--- src/rtl/ex_div_pkg.sv ---
// Shared types and constants for the EX-stage iterative divider.
package ex_div_pkg;

  typedef enum logic [1:0] {
    DIV_IDLE    = 2'b00,
    DIV_DIVZERO = 2'b01,
    DIV_RUN     = 2'b10,
    DIV_DONE    = 2'b11
  } div_state_e;

  localparam logic DivStart          = 1'b1;
  localparam logic DivStop           = 1'b0;
  localparam logic DivResultReady    = 1'b1;
  localparam logic DivResultNotReady = 1'b0;
  localparam logic DivSigned         = 1'b1;
  localparam logic DivUnsigned       = 1'b0;

endpackage

--- src/rtl/ex_div_unit.sv ---
// Restoring radix-2 divider for DIV/DIVU, one quotient bit per cycle.
// Result is {remainder, quotient}; remainder takes the dividend's sign.
module ex_div_unit
  import ex_div_pkg::*;
#(
  parameter int DATA_W = 32,
  parameter int CNT_W  = 6
) (
  input  logic                clk,
  input  logic                rst,
  input  logic                start,
  input  logic                annul,
  input  logic                signed_div,
  input  logic [DATA_W-1:0]   opa,
  input  logic [DATA_W-1:0]   opb,
  output logic [2*DATA_W-1:0] result,
  output logic                ready,
  output logic                busy
);

  div_state_e                state_r, state_s;
  logic [CNT_W-1:0]          cnt_r, cnt_s;
  logic [DATA_W-1:0]         dvd_r, dvd_s;
  logic [DATA_W-1:0]         dvs_r, dvs_s;
  logic [DATA_W-1:0]         rem_r, rem_s;
  logic                      sign_a_r, sign_a_s;
  logic                      sign_q_r, sign_q_s;
  logic [2*DATA_W-1:0]       result_r, result_s;
  logic                      ready_r, ready_s;
  logic                      busy_r, busy_s;
  logic [2*DATA_W-1:0]       step_s;
  logic [DATA_W-1:0]         q_fix_s;
  logic [DATA_W-1:0]         r_fix_s;
  logic                      sign_opa_s;
  logic                      sign_opb_s;

  // Shift {rem, dvd} left and trial-subtract; returns {new_rem, new_dvd}.
  // Because rem < dvs, the shifted value is < 2*dvs, so bit DATA_W of the
  // DATA_W+1-bit difference is exactly the borrow.
  function automatic logic [2*DATA_W-1:0] div_step(
    input logic [DATA_W-1:0] rem,
    input logic [DATA_W-1:0] dvd,
    input logic [DATA_W-1:0] dvs
  );
    logic [DATA_W:0] shl;
    logic [DATA_W:0] diff;
    shl  = {rem, dvd[DATA_W-1]};
    diff = shl - {1'b0, dvs};
    if (diff[DATA_W] == 1'b0) begin
      div_step = {diff[DATA_W-1:0], dvd[DATA_W-2:0], 1'b1};
    end else begin
      div_step = {shl[DATA_W-1:0], dvd[DATA_W-2:0], 1'b0};
    end
  endfunction

  // Next-state, datapath and registered-output values.
  always_comb begin
    state_s    = state_r;
    cnt_s      = cnt_r;
    dvd_s      = dvd_r;
    dvs_s      = dvs_r;
    rem_s      = rem_r;
    sign_a_s   = sign_a_r;
    sign_q_s   = sign_q_r;
    result_s   = result_r;
    step_s     = div_step(rem_r, dvd_r, dvs_r);
    sign_opa_s = (signed_div == DivSigned) & opa[DATA_W-1];
    sign_opb_s = (signed_div == DivSigned) & opb[DATA_W-1];
    if (sign_q_r) begin
      q_fix_s = {DATA_W{1'b0}} - step_s[DATA_W-1:0];
    end else begin
      q_fix_s = step_s[DATA_W-1:0];
    end
    if (sign_a_r) begin
      r_fix_s = {DATA_W{1'b0}} - step_s[2*DATA_W-1:DATA_W];
    end else begin
      r_fix_s = step_s[2*DATA_W-1:DATA_W];
    end

    if (annul) begin
      state_s  = DIV_IDLE;
      result_s = {(2*DATA_W){1'b0}};
    end else begin
      case (state_r)
        DIV_IDLE: begin
          if (start == DivStart) begin
            if (opb == {DATA_W{1'b0}}) begin
              state_s = DIV_DIVZERO;
            end else begin
              state_s  = DIV_RUN;
              dvd_s    = sign_opa_s ? ({DATA_W{1'b0}} - opa) : opa;
              dvs_s    = sign_opb_s ? ({DATA_W{1'b0}} - opb) : opb;
              sign_a_s = sign_opa_s;
              sign_q_s = sign_opa_s ^ sign_opb_s;
              cnt_s    = {CNT_W{1'b0}};
              rem_s    = {DATA_W{1'b0}};
            end
          end else begin
            state_s = DIV_IDLE;
          end
        end
        DIV_DIVZERO: begin
          state_s  = DIV_DONE;
          result_s = {(2*DATA_W){1'b0}};
        end
        DIV_RUN: begin
          rem_s = step_s[2*DATA_W-1:DATA_W];
          dvd_s = step_s[DATA_W-1:0];
          cnt_s = cnt_r + {{(CNT_W-1){1'b0}}, 1'b1};
          if (cnt_r == CNT_W'(DATA_W-1)) begin
            state_s  = DIV_DONE;
            result_s = {r_fix_s, q_fix_s};
          end else begin
            state_s = DIV_RUN;
          end
        end
        DIV_DONE: begin
          if (start == DivStart) begin
            state_s = DIV_DONE;
          end else begin
            state_s  = DIV_IDLE;
            result_s = {(2*DATA_W){1'b0}};
          end
        end
        default: begin
          state_s  = DIV_IDLE;
          result_s = {(2*DATA_W){1'b0}};
        end
      endcase
    end

    if (state_s == DIV_IDLE) begin
      busy_s = 1'b0;
    end else begin
      busy_s = 1'b1;
    end
    if (state_s == DIV_DONE) begin
      ready_s = DivResultReady;
    end else begin
      ready_s = DivResultNotReady;
    end
  end

  // State, datapath and output registers.
  always_ff @(posedge clk or posedge rst) begin
    if (rst) begin
      state_r  <= DIV_IDLE;
      cnt_r    <= {CNT_W{1'b0}};
      dvd_r    <= {DATA_W{1'b0}};
      dvs_r    <= {DATA_W{1'b0}};
      rem_r    <= {DATA_W{1'b0}};
      sign_a_r <= 1'b0;
      sign_q_r <= 1'b0;
      result_r <= {(2*DATA_W){1'b0}};
      ready_r  <= DivResultNotReady;
      busy_r   <= 1'b0;
    end else begin
      state_r  <= state_s;
      cnt_r    <= cnt_s;
      dvd_r    <= dvd_s;
      dvs_r    <= dvs_s;
      rem_r    <= rem_s;
      sign_a_r <= sign_a_s;
      sign_q_r <= sign_q_s;
      result_r <= result_s;
      ready_r  <= ready_s;
      busy_r   <= busy_s;
    end
  end

  assign result = result_r;
  assign ready  = ready_r;
  assign busy   = busy_r;

endmodule

--- config.mk ---
export PLATFORM = sky130hd
export DESIGN_NAME = ex_div_unit
export DESIGN_NICKNAME = d
export VERILOG_FILES = /design/src/rtl/ex_div_pkg.sv /design/src/rtl/ex_div_unit.sv
export SDC_FILE = /design/constraint.sdc
export NUM_CORES = 1
export LEC_CHECK = 0
export CAP_MARGIN = 20
export CORE_MARGIN = 8
export CORE_UTILIZATION = 50
export CTS_BUF_LIST = sky130_fd_sc_hd__clkbuf_2
export DETAILED_ROUTE_END_ITERATION = 10
export GPL_TIMING_DRIVEN = 0
export HOLD_SLACK_MARGIN = 0.15
export PLACE_DENSITY = 0.69
export SYNTH_ARGS = -nofsm -noshare
export SYNTH_HDL_FRONTEND = slang
export SYNTH_SLANG_ARGS = --single-unit
export TNS_END_PERCENT = 30
--- constraint.sdc ---
create_clock -name clk -period 13.3 [get_ports clk]
set_input_delay 2.66 -clock clk [delete_from_list [all_inputs] [get_ports clk]]
set_output_delay 2.66 -clock clk [all_outputs]
set_load 0.05 [all_outputs]
==> flow_metrics.py, run 1 <==
metrics = {
    "logic_synthesis": {
        "netlist_instances": 1504,
        "syn-cell-area_sq_um": 12200,
        "syn_area_per_cell_sq_um": 8.111,
        "ys_seq_area_share_pct": 35.28,
        "synth_nets": 1616,
        "synth_cell_types": 80,
        "yosys_register_bits": 172,
        "synth_edf_count": 0,
        "synth_flop_cell": "dfrtp_1",
        "ys_warn_count": 0,
        "async_reset_ff_share_pct": 100.0,
    },
    "route": {
        "num_vias": 11890,
        "wl_mm": 40.12,
        "routedWlPerCell_microns": 20.10,
        "wl_met1_mm": 18.56,
        "drc": 0,
        "dr.pass1.iters": 7,
        "drtIter0Drc": 1307,
        "via_per_inst": 5.955,
        "ant_nets": 0,
        "met3_length_mm": 2.874,
        "highest_layer": "met4",
        "dr_wl_met2_mm": 17.82,
    },
    "critical_path": {
        "ff2ff_path_depth": 26,
        "cp_slowest_cell": "or4b_2",
        "cp-end-kind": "register",
        "crit_type": "register to register",
        "cp.required_ns": 14.00,
        "reg2reg_from": "dvd_r[31]$_DFFE_PP0P_",
        "worstPathMaxFanout": 10,
        "ff2ff_setup_slack_ns": 5.25,
        "regToRegEndpoint": "result[60]$_DFFE_PP0P_",
        "critical-path-max-stage-delay_ns": 0.63,
        "startpoint_type": "register",
        "crit_arrival_ns": 8.75,
    },
    "cells_and_area": {
        "nFillCells": 2330,
        "drive_gt1_share_pct": 5.805,
        "layout_common_cells": "216 x nand2_1, 172 x dfrtp_1, 151 x o21ai_0",
        "mostFrequentLayoutCell": "nand2_1",
        "areaGrowthSynthToFinish_pct": 16.71,
        "design_area_sq_um": 14240,
        "nets": 1770,
    },
    "timing": {
        "relSlewSlack_pct": 31.10,
        "worstMarginPinSlew_ns": 1.030,
        "fmax_mhz": 124.2,
        "period_needed_ns": 8.052,
        "rsz0062_at_grt": "no",
        "post-route-period-util_pct": 60.54,
        "skew_ns": 0.05338,
        "setup_viol": 0,
        "drv_slew": 0,
        "fin_tns_setup_ns": 0,
        "holdWs_ns": 0.5185,
        "hold_viol": 0,
    },
    "power_and_ir_drop": {
        "vdd_drop_max_mv": 0.09873,
        "leakage_nw": 6.025,
        "power_mw": 1.888,
        "pwr_density_cell_nw_per_um2": 132.6,
    },
    "die": {
        "io_pins": 135,
        "start_util_pct": 50.61,
        "fp.dieArea_sq_um": 29650,
        "fp.dieH_microns": 172.2,
        "core_area_sq_um": 24110,
        "fp.dieW_microns": 172.2,
        "fp-row-count": 57,
    },
    "grt": {
        "track_usage_pct": 27.40,
        "grt_overflow_total": 0,
        "grt_pass1_vias": 11390,
        "antenna_found_initial": 1,
        "grt_max_degree": 121,
        "grt_pass1_wl_mm": 63.25,
    },
    "worst_hold_path": {
        "min_from": "result[48]$_DFFE_PP0P_",
        "hp-class": "register to register",
        "hold_end": "result[48]$_DFFE_PP0P_",
        "holdPathStages": 2,
    },
    "clock_tree": {
        "post_cts_buffers": 0,
        "htreeDepth": 4,
        "cts_inserted_buffers": 17,
        "cts_tree": "built",
        "clkSlewWorstSetupHoldPaths_ns": 0.29,
        "hold_buffers": 0,
        "cts_resized": 0,
        "clock_path_buffers": 2,
        "cts_sinks": 172,
        "root_buffer": "clkbuf_2",
        "insertion_delay_ns": 0.80,
    },
    "run": {
        "maxCapViolCount": 0,
    },
    "place": {
        "gp_congestion": 1.011,
        "post-dp-hpwl_mm": 31.61,
        "place_area_sq_um": 13970,
        "port_buffers": 133,
    },
    "outcome": {
        "run_status": "complete, no violations",
    },
}
[sequential cells by signal, indices dropped and copies added, names as in the netlist]
| signal | cells |
|---|---|
| rem_r | 32 |
| ready | 1 |
| sign_a_r | 1 |
| dvd_r | 32 |
| state_r | 2 |
| sign_q_r | 1 |
| busy | 1 |
| dvs_r | 32 |
| result | 64 |
| cnt_r | 6 |
[synth_stat cells (all sizes together) (4+ instances only)]
library cell	count	share of area, %
o31ai	48	3.0
nand3	27	1.1
o41ai	16	1.2
nor3	32	1.4
clkbuf	42	1.3
a22o	10	0.72
o211ai	9	0.59
nand2b	10	0.51
or3	25	1.3
and2	6	0.31
or2	4	0.21
a21o	18	1.1
nand2	217	6.7
or4	8	0.49
o21ai	169	7.0
inv	57	1.8
and3	8	0.41
nor4	17	0.97
xnor2	69	5.0
mux2i	30	2.5
nor2	134	4.3
ha	42	4.3
dfrtp	172	35
buf	34	1.6
o21a	8	0.55
a211oi	13	0.92
xor2	66	4.7
a21oi	144	6.0
nand3b	6	0.37
nand4	9	0.46
[layout make-up]
type                            count  area, sq um  area share [%]
Multi-Input combinational cell   1199         7322           51.43
Sequential cell                   172         4304           30.23
Timing Repair Buffer              135         1363           9.570
Tap cell                          324        405.4           2.847
Buffer                             76        356.6           2.505
Inverter                           57        224.0           1.573
Clock inverter                     15        175.2           1.230
Clock buffer                       17        85.08          0.5976
Antenna cell                        1        2.502         0.01758
[logic make-up (layout without fill, tap and decap cells)]
group	after synthesis	after routing	share of synthesized area, %
other	0	1	0
muxes	33	33	2.738
DFF	172	172	35.28
buffers and inverters	133	300	4.697
adders and majority gates	43	43	4.472
AOI/OAI and AO/OA	471	471	23.65
and+or+nand+nor	517	517	19.47
xor gates and xnor gates	135	135	9.692
[how the worst max path moves through the flow]
stage | from | to | slack, ns | cells after the start
after floorplan | rst | busy$_DFF_PP0_ | 5.98 | 1
after global placement | rst | dvs_r[0]$_DFFE_PP0P_ | 3.55 | 2
after detailed placement | dvd_r[31]$_DFFE_PP0P_ | result[60]$_DFFE_PP0P_ | 5.56 | 26
after CTS | dvd_r[31]$_DFFE_PP0P_ | result[60]$_DFFE_PP0P_ | 5.41 | 26
after global routing | dvd_r[31]$_DFFE_PP0P_ | result[60]$_DFFE_PP0P_ | 4.83 | 26
final | dvd_r[31]$_DFFE_PP0P_ | result[60]$_DFFE_PP0P_ | 5.25 | 26
[stage by stage]
stage                     util [%]  worst slack [ns]  std cells
after floorplan                  -             5.980       1504
after global placement       57.81             3.552       1961
after detailed placement     57.96             5.559       1962
after CTS                    59.04             5.413       1994
after global routing         59.06             4.826       1996
final                        59.06             5.248       1996
[where the power goes]
group	internal, mW	switching [mW]	leakage, nW	total [mW]
logic	0.316	0.557	3.62	0.873
clock network	0.0794	0.223	0.153	0.302
registers	0.613	0.100	2.25	0.713
[critical path: cells and delay by family, from the launching register on]
kind	cells	cell delay, ns
muxes	1	0.59
and+or+nand+nor	7	2.04
adders and majority gates	3	0.92
DFF	1	0.46
xor gates and xnor gates	1	0.17
buffers and inverters	7	2.03
AOI/OAI and AO/OA	7	1.74
[routing by layer]
layer / vias to the layer above / global-route usage [%]
met4: 0 / 7.046
met5: - / 0
met2: 452 / 41.93
met3: 51 / 4.384
met1: 5726 / 39.67
li1: 5657 / -
Power figures use the tool's default switching activity.
==> run 2, diff against run 1 <==
Clock period 13.3 ns to 8.3 ns, I/O delays scaled along.
==> run 2 against run 1 <==
- combinational power grew 60%
- critical path depth is the same
- clock power grew 60%
- first-iteration DRC count grew 0.38%
- count of clock-buffer cells in the layout is the same
- critical endpoint unchanged
- largest cell class unchanged
==> flow_metrics.py, run 2 (same netlist as run 1, synthesis figures left out) <==
metrics = {
    "route": {
        "via_per_inst": 5.972,
        "dr.pass1.iters": 7,
        "routedWlPerCell_microns": 20.09,
        "ant_nets": 0,
        "drc": 0,
        "wl_mm": 40.10,
        "num_vias": 11920,
        "drtIter0Drc": 1312,
    },
    "cells_and_area": {
        "multiInputGateArea_sq_um": 7322,
        "largest_reg_flops": 64,
        "areaGrowthSynthToFinish_pct": 16.72,
        "nFillCells": 2329,
        "utilization_pct": 59.07,
        "layout_common_cells": "216 x nand2_1, 172 x dfrtp_1, 151 x o21ai_0",
        "nets": 1770,
        "mostFrequentLayoutCell": "nand2_1",
        "seq_area_sq_um": 4304,
        "drive_gt1_share_pct": 5.865,
    },
    "timing": {
        "worstMarginPinSlew_ns": 1.014,
        "post-route-period-util_pct": 94.48,
        "period_needed_ns": 7.842,
        "skew_ns": 0.05466,
        "relSlewSlack_pct": 32.14,
        "drv_slew": 0,
        "hold_viol": 0,
        "setup_viol": 0,
        "fmax_mhz": 127.5,
        "rsz0062_at_grt": "no",
    },
    "place": {
        "port_buffers": 133,
        "gp_congestion": 1.011,
        "post-dp-hpwl_mm": 31.61,
    },
    "outcome": {
        "run_status": "complete, no violations",
    },
    "die": {
        "io_pins": 135,
        "core_area_sq_um": 24110,
        "fp.dieW_microns": 172.2,
        "start_util_pct": 50.61,
        "fp.dieH_microns": 172.2,
        "fp.dieArea_sq_um": 29650,
        "fp-row-count": 57,
    },
    "worst_hold_path": {
        "hp-class": "register to register",
    },
    "grt": {
        "antenna_found_initial": 1,
        "track_usage_pct": 27.40,
        "grt_overflow_total": 0,
        "grt_max_degree": 121,
        "grt_pass1_wl_mm": 63.25,
        "grt_pass1_vias": 11390,
    },
    "power_and_ir_drop": {
        "vdd_drop_max_mv": 0.1574,
        "leakage_nw": 6.027,
        "power_mw": 3.023,
        "pwr_density_cell_nw_per_um2": 212.3,
    },
    "clock_tree": {
        "root_buffer": "clkbuf_2",
        "cts_tree": "built",
        "post_cts_buffers": 0,
        "cts_inserted_buffers": 17,
        "insertion_delay_ns": 0.79,
        "cts_sinks": 172,
        "clock_path_buffers": 2,
        "clkSlewWorstSetupHoldPaths_ns": 0.29,
        "htreeDepth": 4,
    },
    "critical_path": {
        "startpoint": "dvd_r[31]$_DFFE_PP0P_",
        "crit_type": "register to register",
        "ff2ff_path_depth": 26,
        "crit_arrival_ns": 8.53,
        "reg2reg_from": "dvd_r[31]$_DFFE_PP0P_",
        "regToRegEndpoint": "result[60]$_DFFE_PP0P_",
        "crit_end": "result[60]$_DFFE_PP0P_",
        "worstPathMaxFanout": 10,
        "cp.required_ns": 8.99,
        "ff2ff_setup_slack_ns": 0.46,
        "startpoint_type": "register",
        "cp-end-kind": "register",
    },
    "run": {
        "maxCapViolCount": 0,
    },
}
## run 2: how the worst min path moves through the flow
stage	startpoint	to	slack, ns	depth (start not counted)
2_1_floorplan	dvs_r[1]$_DFFE_PP0P_	dvs_r[1]$_DFFE_PP0P_	0.45	2
3_3_place_gp	result[1]$_DFFE_PP0P_	result[1]$_DFFE_PP0P_	0.46	2
3_5_place_dp	result[59]$_DFFE_PP0P_	result[59]$_DFFE_PP0P_	0.47	2
4_1_cts	result[59]$_DFFE_PP0P_	result[59]$_DFFE_PP0P_	0.52	2
5_1_grt	result[59]$_DFFE_PP0P_	result[59]$_DFFE_PP0P_	0.55	2
6_report	result[48]$_DFFE_PP0P_	result[48]$_DFFE_PP0P_	0.52	2
## run 2: repair_timing
| item | in CTS | in global routing |
|---|---|---|
| setup endpoints to repair | 0 | 3 |
| resized for setup | 0 | 2 |
| hold buffers | 0 | 0 |
## run 2: worst max-delay path: stages, from the launching register on
cell      delay (ns)
dfrtp_1         0.46
inv_1           0.08
ha_1            0.16
inv_1           0.05
fa_1            0.48
a211oi_2        0.29
o211ai_2        0.18
nand3_1         0.16
a21oi_2         0.12
nor3_4          0.38
nor2_8          0.09
inv_4           0.14
clkbuf_1        0.51
clkbuf_1        0.58
clkbuf_2        0.43
nor2_1          0.07
a21oi_1         0.23
ha_1            0.28
inv_1           0.07
or4b_2          0.63
or3_1           0.35
or3_1           0.35
mux2i_1         0.59
o211ai_1        0.32
o31a_1          0.40
xor2_1          0.17
o21ai_0         0.18
## run 2: where the power goes
group	switching [mW]	internal (mW)	total, mW
sequential	0.161	0.982	1.14
combinational	0.892	0.506	1.40
clock	0.355	0.127	0.482
total	1.41	1.62	3.02
## run 2: through the flow
| step | instance area, sq um | setup WS, ns | cells | TNS [ns] | hold slack, ns |
|---|---|---|---|---|---|
| floorplan | 12200 | 1.980 | 1504 | 0 | 0.4498 |
| detailed placement | 13970 | 0.5594 | 1962 | 0 | 0.4691 |
| finish | 14240 | 0.4581 | 1996 | 0 | 0.5185 |
| global placement | 13940 | -0.4485 | 1961 | -73.99 | 0.4638 |
| CTS | 14230 | 0.4127 | 1994 | 0 | 0.5249 |
| global route | 14240 | 0.05135 | 1996 | 0 | 0.5506 |
## run 2: routing by layer
layer	GRT usage, %	wire, microns	vias up
li1	-	-	5663
met1	39.67	18490	5754
met2	41.93	17820	453
met3	4.384	2912	51
met4	7.046	875	0
met5	0	0	-
## run 2: cell type report
type	count	area share [%]
multi-input combinational	1199	51.42
timing repair buffer	135	9.569
clock inverter	15	1.230
antenna	1	0.01757
buffer	76	2.513
inverter	57	1.573
tap	324	2.847
sequential	172	30.23
clock buffer	17	0.5975
